File: src/rtl/vga_timing_pkg.sv
// vga_timing_pkg: shared sync phase type and 640x480@60 default timing for all video blocks
package vga_timing_pkg;
  typedef enum logic [1:0] {ACTIVE, FRONT, SYNC, BACK} phase_e;
  localparam int DEF_CNT_WIDTH   = 10;
  localparam int DEF_TOTAL_COLS  = 800;
  localparam int DEF_TOTAL_ROWS  = 525;
  localparam int DEF_ACTIVE_COLS = 640;
  localparam int DEF_ACTIVE_ROWS = 480;
  localparam int DEF_H_FRONT     = 16;
  localparam int DEF_H_SYNC      = 96;
  localparam int DEF_H_BACK      = 48;
  localparam int DEF_V_FRONT     = 10;
  localparam int DEF_V_SYNC      = 2;
  localparam int DEF_V_BACK      = 33;
endpackage

File: src/rtl/vga_axis_timer.sv
// vga_axis_timer: one timing axis, position counter plus ACTIVE/FRONT/SYNC/BACK phase tracking
module vga_axis_timer
  import vga_timing_pkg::*;
#(
  parameter int CNT_WIDTH  = DEF_CNT_WIDTH,
  parameter int ACTIVE_LEN = DEF_ACTIVE_COLS,
  parameter int FRONT_LEN  = DEF_H_FRONT,
  parameter int SYNC_LEN   = DEF_H_SYNC,
  parameter int BACK_LEN   = DEF_H_BACK
) (
  input  logic                 clk,
  input  logic                 rst_n,
  input  logic                 adv,
  output logic [CNT_WIDTH-1:0] cnt,
  output phase_e               phase_nxt,
  output logic                 wrap
);
  localparam logic [CNT_WIDTH-1:0] LAST     = CNT_WIDTH'(ACTIVE_LEN + FRONT_LEN + SYNC_LEN + BACK_LEN - 1);
  localparam logic [CNT_WIDTH-1:0] FRONT_AT = CNT_WIDTH'(ACTIVE_LEN);
  localparam logic [CNT_WIDTH-1:0] SYNC_AT  = CNT_WIDTH'(ACTIVE_LEN + FRONT_LEN);
  localparam logic [CNT_WIDTH-1:0] BACK_AT  = CNT_WIDTH'(ACTIVE_LEN + FRONT_LEN + SYNC_LEN);
  phase_e               phase;
  logic [CNT_WIDTH-1:0] cnt_nxt;
  assign wrap = cnt == LAST;
  // later boundaries are tested first so zero-length phases are skipped cleanly
  always_comb begin
    cnt_nxt   = adv ? (wrap ? '0 : cnt + 1'b1) : cnt;
    phase_nxt = !adv                 ? phase  :
                cnt_nxt == BACK_AT   ? BACK   :
                cnt_nxt == SYNC_AT   ? SYNC   :
                cnt_nxt == FRONT_AT  ? FRONT  :
                cnt_nxt == '0        ? ACTIVE : phase;
  end
  always_ff @(posedge clk or negedge rst_n) begin
    if (!rst_n) begin
      cnt   <= LAST;
      phase <= BACK;
    end else begin
      cnt   <= cnt_nxt;
      phase <= phase_nxt;
    end
  end
endmodule

File: src/rtl/vga_sync_gen.sv
// vga_sync_gen: free-running VGA timing source with registered, mutually aligned sync/position outputs
module vga_sync_gen
  import vga_timing_pkg::*;
#(
  parameter int CNT_WIDTH       = DEF_CNT_WIDTH,
  parameter int TOTAL_COLS      = DEF_TOTAL_COLS,
  parameter int TOTAL_ROWS      = DEF_TOTAL_ROWS,
  parameter int ACTIVE_COLS     = DEF_ACTIVE_COLS,
  parameter int ACTIVE_ROWS     = DEF_ACTIVE_ROWS,
  parameter int H_FRONT         = DEF_H_FRONT,
  parameter int H_SYNC          = DEF_H_SYNC,
  parameter int H_BACK          = DEF_H_BACK,
  parameter int V_FRONT         = DEF_V_FRONT,
  parameter int V_SYNC          = DEF_V_SYNC,
  parameter int V_BACK          = DEF_V_BACK,
  parameter bit SYNC_ACTIVE_LOW = 1'b1
) (
  input  logic                 clk,
  input  logic                 i_rst_n,
  input  logic                 i_enable,
  output logic                 o_hsync,
  output logic                 o_vsync,
  output logic                 o_active,
  output logic [CNT_WIDTH-1:0] o_col,
  output logic [CNT_WIDTH-1:0] o_row,
  output logic                 o_line_start,
  output logic                 o_frame_start
);
  localparam logic IDLE_LVL = SYNC_ACTIVE_LOW;
  if (ACTIVE_COLS + H_FRONT + H_SYNC + H_BACK != TOTAL_COLS) begin : g_bad_cols
    $error("vga_sync_gen: horizontal phase lengths do not sum to TOTAL_COLS");
  end
  if (ACTIVE_ROWS + V_FRONT + V_SYNC + V_BACK != TOTAL_ROWS) begin : g_bad_rows
    $error("vga_sync_gen: vertical phase lengths do not sum to TOTAL_ROWS");
  end
  if (TOTAL_COLS > 2**CNT_WIDTH || TOTAL_ROWS > 2**CNT_WIDTH) begin : g_bad_width
    $error("vga_sync_gen: CNT_WIDTH too small for TOTAL_COLS/TOTAL_ROWS");
  end
  phase_e h_nxt, v_nxt;
  logic   h_wrap, v_wrap;
  vga_axis_timer #(
    .CNT_WIDTH(CNT_WIDTH), .ACTIVE_LEN(ACTIVE_COLS), .FRONT_LEN(H_FRONT),
    .SYNC_LEN(H_SYNC), .BACK_LEN(H_BACK)
  ) u_h (
    .clk(clk), .rst_n(i_rst_n), .adv(i_enable),
    .cnt(o_col), .phase_nxt(h_nxt), .wrap(h_wrap)
  );
  vga_axis_timer #(
    .CNT_WIDTH(CNT_WIDTH), .ACTIVE_LEN(ACTIVE_ROWS), .FRONT_LEN(V_FRONT),
    .SYNC_LEN(V_SYNC), .BACK_LEN(V_BACK)
  ) u_v (
    .clk(clk), .rst_n(i_rst_n), .adv(i_enable && h_wrap),
    .cnt(o_row), .phase_nxt(v_nxt), .wrap(v_wrap)
  );
  // decode from next-phase so the registered outputs line up with the counters
  always_ff @(posedge clk or negedge i_rst_n) begin
    if (!i_rst_n) begin
      o_hsync       <= IDLE_LVL;
      o_vsync       <= IDLE_LVL;
      o_active      <= 1'b0;
      o_line_start  <= 1'b0;
      o_frame_start <= 1'b0;
    end else begin
      o_hsync       <= (h_nxt == SYNC) ^ IDLE_LVL;
      o_vsync       <= (v_nxt == SYNC) ^ IDLE_LVL;
      o_active      <= h_nxt == ACTIVE && v_nxt == ACTIVE;
      o_line_start  <= i_enable && h_wrap;
      o_frame_start <= i_enable && h_wrap && v_wrap;
    end
  end
endmodule

File: config.mk
export PLATFORM = sky130hd
export DESIGN_NAME = vga_sync_gen
export DESIGN_NICKNAME = d
export VERILOG_FILES = /design/src/rtl/vga_timing_pkg.sv /design/src/rtl/vga_axis_timer.sv /design/src/rtl/vga_sync_gen.sv
export SDC_FILE = /design/constraint.sdc
export NUM_CORES = 1
export LEC_CHECK = 0
export ABC_AREA = 1
export CAP_MARGIN = 20
export CORE_MARGIN = 3
export CORE_UTILIZATION = 35
export DETAILED_ROUTE_END_ITERATION = 10
export GPL_TIMING_DRIVEN = 0
export HOLD_SLACK_MARGIN = 0.06
export SKIP_CTS_REPAIR_TIMING = 1
export SLEW_MARGIN = 10
export SYNTH_ARGS = -nofsm -noshare
export SYNTH_HDL_FRONTEND = slang
export SYNTH_SLANG_ARGS = --single-unit
File: constraint.sdc
create_clock -name clk -period 2.7 [get_ports clk]
set_input_delay 0.54 -clock clk [delete_from_list [all_inputs] [get_ports clk]]
set_output_delay 0.54 -clock clk [all_outputs]
set_load 0.01 [all_outputs]
==> reports/qor.json, run 1 <==
{
  "area_after_dpl": {"value": 2375, "unit": "µm²"},
  "dieArea": {"value": 6717, "unit": "µm²"},
  "netlist_area": {"value": 2019, "unit": "µm²"},
  "hp-class": {"value": "primary input to asynchronous set/reset pin"},
  "timing.final.crit_share": {"value": 92.84, "unit": "%"},
  "layout.area.seq": {"value": 745.7, "unit": "µm²"},
  "synth-seq-cells": {"value": 29},
  "power.switching": {"value": 599.4, "unit": "µW"},
  "cts-root-buf": {"value": "sky130_fd_sc_hd__clkbuf_8"},
  "area_growth_from_synthesis_to_layout": {"value": 23.23, "unit": "%"},
  "multi_input_comb_area": {"value": 1022, "unit": "µm²"},
  "timing.critical_path.to_type": {"value": "flop"},
  "mappedNetlistNets": {"value": 307},
  "antenna_left": {"value": 0},
  "route.vias.total": {"value": 1877},
  "grt_first_pass_wirelength": {"value": 7.976, "unit": "mm"},
  "worst_slew_margin_rel": {"value": 55.69, "unit": "%"},
  "cts_tree": {"value": "built"},
  "globalRouteOverflowTotal": {"value": 0},
  "rr_worst_depth": {"value": 15},
  "sw_frac_of_total": {"value": 37.10, "unit": "%"},
  "cell_internal_pwr": {"value": 1.016, "unit": "mW"},
  "slew_violations": {"value": 0},
  "worstPathRequired": {"value": 2.91, "unit": "ns"},
  "worstReg2RegStart": {"value": "u_h.cnt[0]"},
  "wirelength": {"value": 4.605, "unit": "mm"},
  "yosysWarnings": {"value": 0},
  "first_global_vias": {"value": 1800},
  "first_pass_iters": {"value": 4},
  "globalRouteTotalUtil": {"value": 15.54, "unit": "%"},
  "final_period_minus_worst_setup_slack": {"value": 2.507, "unit": "ns"},
  "max_clock_freq": {"value": 398.9, "unit": "MHz"},
  "place.port_buffers": {"value": 27},
  "drv_cap": {"value": 0},
  "clock_power_share": {"value": 25.0, "unit": "%"},
  "final-hold-violation-count": {"value": 0},
  "dr.first_iter.drc_count": {"value": 56},
  "layout.nets": {"value": 341},
  "finish.instance_area": {"value": 2489, "unit": "µm²"},
  "viasPerCell": {"value": 4.600},
  "initial_antenna_violation_count": {"value": 0},
  "antenna_cells": {"value": 0},
  "power_frac_comb": {"value": 34.2, "unit": "%"},
  "clockBufferDepth": {"value": 2},
  "io_pins": {"value": 28},
  "h_tree_levels": {"value": 2},
  "clock-sinks": {"value": 29},
  "die_w": {"value": 81.96, "unit": "µm"},
  "worst-slew-pin-transition": {"value": 0.6646, "unit": "ns"},
  "final_setup_fails": {"value": 0},
  "yosysSeqAreaShare": {"value": 36.93, "unit": "%"},
  "power.ir.vdd_worst": {"value": 0.4623, "unit": "mV"},
  "ys_types": {"value": 30},
  "initial_utilization": {"value": 36.45, "unit": "%"},
  "whs": {"value": 0.2896, "unit": "ns"},
  "status": {"value": "finished clean"},
  "grt_max_degree": {"value": 30},
  "synthesis.area_per_instance": {"value": 6.709, "unit": "µm²"},
  "path_max_fanout": {"value": 6},
  "worst_r2r_endpoint": {"value": "o_active"},
  "worst-endpoint-arrival": {"value": 2.72, "unit": "ns"},
  "setup.reg_to_reg.worst_slack": {"value": 0.19, "unit": "ns"},
  "synth_cells": {"value": 301},
  "layout-drive-gt1-share": {"value": 16.96, "unit": "%"},
  "die_height": {"value": 81.96, "unit": "µm"},
  "fin_worst_skew": {"value": 0.01156, "unit": "ns"},
  "critPathLaunchType": {"value": "flop"},
  "wl_per_cell": {"value": 11.29, "unit": "µm"},
  "num-fill-cells": {"value": 599},
  "gp_routability_congestion": {"value": 0.8461},
  "clock_insertion_delay_worst_skew": {"value": 0.29, "unit": "ns"},
  "share_seq_of_total_power": {"value": 40.8, "unit": "%"},
  "design.core.area": {"value": 5540, "unit": "µm²"},
  "hpwl_after_detailed_placement": {"value": 3.526, "unit": "mm"},
  "pwr_density_cell": {"value": 649.2, "unit": "nW/µm²"},
  "power.static_leakage": {"value": 1.261, "unit": "nW"},
  "category_of_the_most_critical_setup_path": {"value": "flop to flop"},
  "row_count": {"value": 27},
  "drt_drc_violations_left": {"value": 0},
  "final_core_util": {"value": 44.92, "unit": "%"},
  "clk_pin_slew_worst_paths": {"value": 0.07, "unit": "ns"},
  "cts-buffers-inserted": {"value": 5}
}
==> power groups by stage <==
stage	combinational (mW)	clock [mW]	sequential, mW
finish	0.553	0.404	0.659
global route	0.624	0.431	0.676
CTS	0.548	0.417	0.659
detailed placement	0.544	0	0.664
global placement	0.540	0	0.666
floorplan	0.298	0	0.679
==> cells in the final DEF (no fill, tap or decap), drive strengths merged <==
master         instances
nand3                 29
a22oi                  1
nand4                  8
o21ai                 12
a21oi                  2
clkbuf                 7
xor2                   2
dfrtp                 13
or2                    4
buf                    6
dfstp                 16
ha                     3
clkdlybuf4s50         26
nand2                 97
nor2                  45
o21a                   1
o211ai                 1
nor3                   2
nand3b                 1
clkinv                 1
inv                   59
==> layer usage <==
layer,share of wire (%),global-route usage [%],vias up,routed length (µm)
li1,-,-,980,-
met1,47,18.82,854,2181
met2,47,26.82,35,2148
met3,4.6,4.386,8,214
met4,1.3,4.319,0,60
met5,0,0,-,0
==> flip-flops by register name, summed over array words and instances (netlist names) <==
register and flops:
u_v.cnt 10, o_line_start 1, u_h.phase 2, o_active 1, o_vsync 1, o_frame_start 1, u_v.phase 2, u_h.cnt 10
o_hsync 1
==> critical path, stage by stage, from the launching register on <==
cell	delay (ns)
sky130_fd_sc_hd__dfstp_2	0.57
sky130_fd_sc_hd__ha_1	0.18
sky130_fd_sc_hd__nand2_1	0.10
sky130_fd_sc_hd__nor2_1	0.36
sky130_fd_sc_hd__nand2_1	0.17
sky130_fd_sc_hd__xor2_2	0.21
sky130_fd_sc_hd__nand3b_1	0.17
sky130_fd_sc_hd__nor2_1	0.13
sky130_fd_sc_hd__nand2_1	0.09
sky130_fd_sc_hd__nand2_1	0.07
sky130_fd_sc_hd__nand2_1	0.04
sky130_fd_sc_hd__nand2_1	0.05
sky130_fd_sc_hd__nand2_1	0.04
sky130_fd_sc_hd__nand2_1	0.10
sky130_fd_sc_hd__nand3_1	0.10
sky130_fd_sc_hd__nor2_2	0.08
==> how the worst max path moves through the flow <==
stage | from | to | slack (ns)
5_1_grt | u_h.cnt[0] | o_active | -0.005
6_report | u_h.cnt[0] | o_active | 0.19
4_1_cts | u_h.cnt[0] | o_active | 0.20
2_1_floorplan | u_h.cnt[0] | o_active | 0.55
3_5_place_dp | i_enable | o_active | -0.08
3_3_place_gp | i_enable | o_active | -0.05
==> cell families after synthesis <==
kind of cell | Yosys count | synth area share (%)
simple gates | 186 | 42.32
buf+inv | 64 | 13.07
flops | 29 | 36.93
compound gates | 17 | 4.957
fa+ha+maj | 3 | 1.859
xor+xnor | 2 | 0.8676
==> synth_stat cells (all sizes together) <==
master	n	area, µm²
buf	5	42.53
nand3b	1	7.510
dfrtp	13	325.3
ha	3	37.54
o21ai	12	63.81
nor3	2	21.27
nand2	97	374.1
or2	4	25.02
dfstp	16	420.4
o211ai	1	7.510
xor2	2	17.52
a21oi	2	13.76
o21a	1	7.510
a22oi	1	7.510
nand4	8	65.06
nand3	29	155.2
nor2	45	206.4
inv	59	221.5
==> per-stage QoR <==
stage          setup WS, ns  std cells  total power [mW]    TNS, ns
2_1_floorplan        0.5487        301            0.9772          0
3_3_place_gp       -0.04549        400             1.206   -0.04549
3_5_place_dp       -0.08321        400             1.208   -0.08321
4_1_cts              0.1976        408             1.624          0
5_1_grt           -0.005499        408             1.732  -0.005499
6_report             0.1934        408             1.616          0
==> area by class of cell <==
class	count	share of cell area (%)
clock inverter	1	0.2011
clock buffer	7	3.871
timing repair buffer	27	10.66
buffer	5	1.709
inverter	59	8.899
multi-input combinational	208	41.08
sequential	29	29.96
tap	72	3.620
No activity file was read; power rests on OpenSTA's default activity.
==> run 2, diff against run 1 <==
clock period = 3.1 ns   (was 2.7 ns; I/O delays follow)
==> reports/qor.json, run 2 (same netlist as run 1, synthesis figures left out) <==
{
  "timing.final.crit_share": {"value": 83.38, "unit": "%"},
  "worst_slew_margin_rel": {"value": 55.32, "unit": "%", "change": "-0.38 points"},
  "final_period_minus_worst_setup_slack": {"value": 2.585, "unit": "ns"},
  "finish.instance_area": {"value": 2476, "unit": "µm²", "change": "-0.50%"},
  "initial_antenna_violation_count": {"value": 0, "change": "unchanged"},
  "cts-root-buf": {"value": "sky130_fd_sc_hd__clkbuf_8"},
  "category_of_the_most_critical_setup_path": {"value": "primary input to flop"},
  "first_pass_iters": {"value": 4, "change": "unchanged"},
  "cp_slowest_cell": {"value": "sky130_fd_sc_hd__clkdlybuf4s50_1"},
  "worst-endpoint-arrival": {"value": 2.80, "unit": "ns", "change": "+0.08 ns"},
  "first_global_vias": {"value": 1800, "change": "unchanged"},
  "place.port_buffers": {"value": 27, "change": "unchanged"},
  "path_max_fanout": {"value": 6, "change": "unchanged"},
  "max_clock_freq": {"value": 386.9, "unit": "MHz"},
  "globalRouteTotalUtil": {"value": 15.54, "unit": "%", "change": "unchanged"},
  "slew_violations": {"value": 0, "change": "unchanged"},
  "io_pins": {"value": 28, "change": "unchanged"},
  "clockBufferDepth": {"value": 2, "change": "unchanged"},
  "area_after_dpl": {"value": 2375, "unit": "µm²", "change": "unchanged"},
  "cts-buffers-inserted": {"value": 5, "change": "unchanged"},
  "dr.first_iter.drc_count": {"value": 56, "change": "unchanged"},
  "status": {"value": "finished clean"},
  "fin_worst_skew": {"value": 0.01036, "unit": "ns", "change": "-0.001199 ns"},
  "wl_per_cell": {"value": 11.25, "unit": "µm", "change": "-0.33%"},
  "clk_pin_slew_worst_paths": {"value": 0.07, "unit": "ns", "change": "about the same"},
  "critical_path.max_stage_delay": {"value": 0.49, "unit": "ns", "change": "-0.08 ns"},
  "globalRouteOverflowTotal": {"value": 0, "change": "unchanged"},
  "final_setup_fails": {"value": 0, "change": "unchanged"},
  "design.core.area": {"value": 5540, "unit": "µm²", "change": "unchanged"},
  "critPathMostFrequentCell": {"value": "sky130_fd_sc_hd__nand2_1"},
  "worst_r2r_endpoint": {"value": "o_active"},
  "antenna_cells": {"value": 0, "change": "unchanged"},
  "drv_cap": {"value": 0, "change": "unchanged"},
  "gp_routability_congestion": {"value": 0.8461, "change": "unchanged"},
  "timing.critical_path.to_type": {"value": "flop"},
  "die_height": {"value": 81.96, "unit": "µm", "change": "unchanged"},
  "cts_tree": {"value": "built"},
  "power.ir.vdd_worst": {"value": 0.4139, "unit": "mV", "change": "-10%"},
  "worstPathRequired": {"value": 3.31, "unit": "ns", "change": "+0.40 ns"},
  "clock-sinks": {"value": 29, "change": "unchanged"},
  "worstReg2RegStart": {"value": "u_h.cnt[0]"},
  "row_count": {"value": 27, "change": "unchanged"},
  "critPathLaunchType": {"value": "primary input"},
  "die_w": {"value": 81.96, "unit": "µm", "change": "unchanged"},
  "biggestRegsByFlops": {"value": "u_h.cnt x10, u_v.cnt x10"},
  "grt_max_degree": {"value": 30, "change": "unchanged"},
  "route.vias.total": {"value": 1878, "change": "+0.053%"},
  "rr_worst_depth": {"value": 13, "change": "-2"},
  "wirelength": {"value": 4.590, "unit": "mm", "change": "-0.33%"},
  "h_tree_levels": {"value": 2, "change": "unchanged"},
  "cp-startpoint": {"value": "i_enable"},
  "area_growth_from_synthesis_to_layout": {"value": 22.61, "unit": "%"},
  "viasPerCell": {"value": 4.603, "change": "about the same"},
  "pwr_density_cell": {"value": 563.9, "unit": "nW/µm²", "change": "-13%"},
  "final-hold-violation-count": {"value": 0, "change": "unchanged"},
  "layout.nets": {"value": 341, "change": "unchanged"},
  "endpoint": {"value": "o_active"},
  "antenna_left": {"value": 0, "change": "unchanged"},
  "setup.reg_to_reg.worst_slack": {"value": 0.59, "unit": "ns", "change": "+0.40 ns"},
  "drt_drc_violations_left": {"value": 0, "change": "unchanged"},
  "commonest_cells_after_routing_fill_and_taps_aside": {"value": "sky130_fd_sc_hd__nand2_1, sky130_fd_sc_hd__inv_1, sky130_fd_sc_hd__nor2_1, sky130_fd_sc_hd__nand3_1, sky130_fd_sc_hd__clkdlybuf4s50_1"},
  "grt_setup_unrepaired": {"value": "no"},
  "power": {"value": 1.396, "unit": "mW", "change": "-14%"},
  "fin_tns_setup": {"value": 0, "unit": "ns", "change": "unchanged"},
  "dieArea": {"value": 6717, "unit": "µm²", "change": "unchanged"},
  "layout-drive-gt1-share": {"value": 16.67, "unit": "%", "change": "-0.30 points"},
  "hpwl_after_detailed_placement": {"value": 3.526, "unit": "mm", "change": "unchanged"},
  "crit_path_cell_trace": {"value": "clkdlybuf4s50_1 > inv_1 > nor2_1 > nand2_1 > xor2_1 > nand4_1 > nor2_1 > inv_1 > nand2_1 > nand2_1 > nand2_1 > nand3_1 > nor2_2"},
  "initial_utilization": {"value": 36.45, "unit": "%", "change": "unchanged"},
  "worst-slew-pin-transition": {"value": 0.6703, "unit": "ns", "change": "+0.005638 ns"},
  "grt_first_pass_wirelength": {"value": 7.976, "unit": "mm", "change": "unchanged"},
  "hp-class": {"value": "primary input to asynchronous set/reset pin"},
  "clock_insertion_delay_worst_skew": {"value": 0.28, "unit": "ns", "change": "about the same"},
  "power.static_leakage": {"value": 1.259, "unit": "nW", "change": "-0.17%"},
  "final_common_cell": {"value": "sky130_fd_sc_hd__nand2_1"}
}
==> run 2: final cells by class <==
type	count	area [µm²]
inverter	59	221.5
clock buffer	7	96.34
timing repair buffer	27	265.3
clock inverter	1	5.005
tap	72	90.09
buffer	5	42.54
fill	600	3064
multi-input combinational	208	1010
sequential	29	745.7
==> run 2: stage by stage <==
| stage | instances | setup WS [ns] | hold slack (ns) | util, % |
|---|---|---|---|---|
| floorplan | 301 | 0.9487 | 0.3244 | - |
| global placement | 400 | 0.2745 | 0.5402 | 42.95 |
| detailed placement | 400 | 0.2368 | 0.5452 | 42.86 |
| CTS | 408 | 0.5339 | 0.3887 | 44.69 |
| global route | 408 | 0.2963 | 0.4165 | 44.69 |
| finish | 408 | 0.5153 | 0.3740 | 44.69 |
==> run 2: worst max-delay path, delay by kind of cell <==
kind                   cells  cell delay, ns
AND/OR/NAND/NOR            9            1.18
buffers and inverters      3            0.65
XOR/XNOR                   1            0.35
==> run 2: worst min path at each step <==
stage	from	to	slack (ns)	depth (start not counted)
2_1_floorplan	i_rst_n	o_active	0.32	0
3_3_place_gp	u_h.cnt[0]	u_h.cnt[0]	0.54	2
3_5_place_dp	u_h.cnt[0]	u_h.cnt[0]	0.55	2
4_1_cts	i_rst_n	u_h.cnt[7]	0.39	1
5_1_grt	i_rst_n	u_h.cnt[7]	0.42	1
6_report	i_rst_n	u_h.cnt[7]	0.37	1
==> run 2: per-layer routing <==
layer,track usage [%],up-vias,part of all wire [%]
met3,4.386,8,4.7
li1,-,982,-
met2,26.82,39,46
met5,0,-,0
met4,4.319,0,1.3
met1,18.82,849,47
==> run 2: power by group <==
group,internal [mW],switching [mW]
Combinational,0.200,0.272
Clock,0.200,0.150
Sequential,0.481,0.0924
Total,0.882,0.514
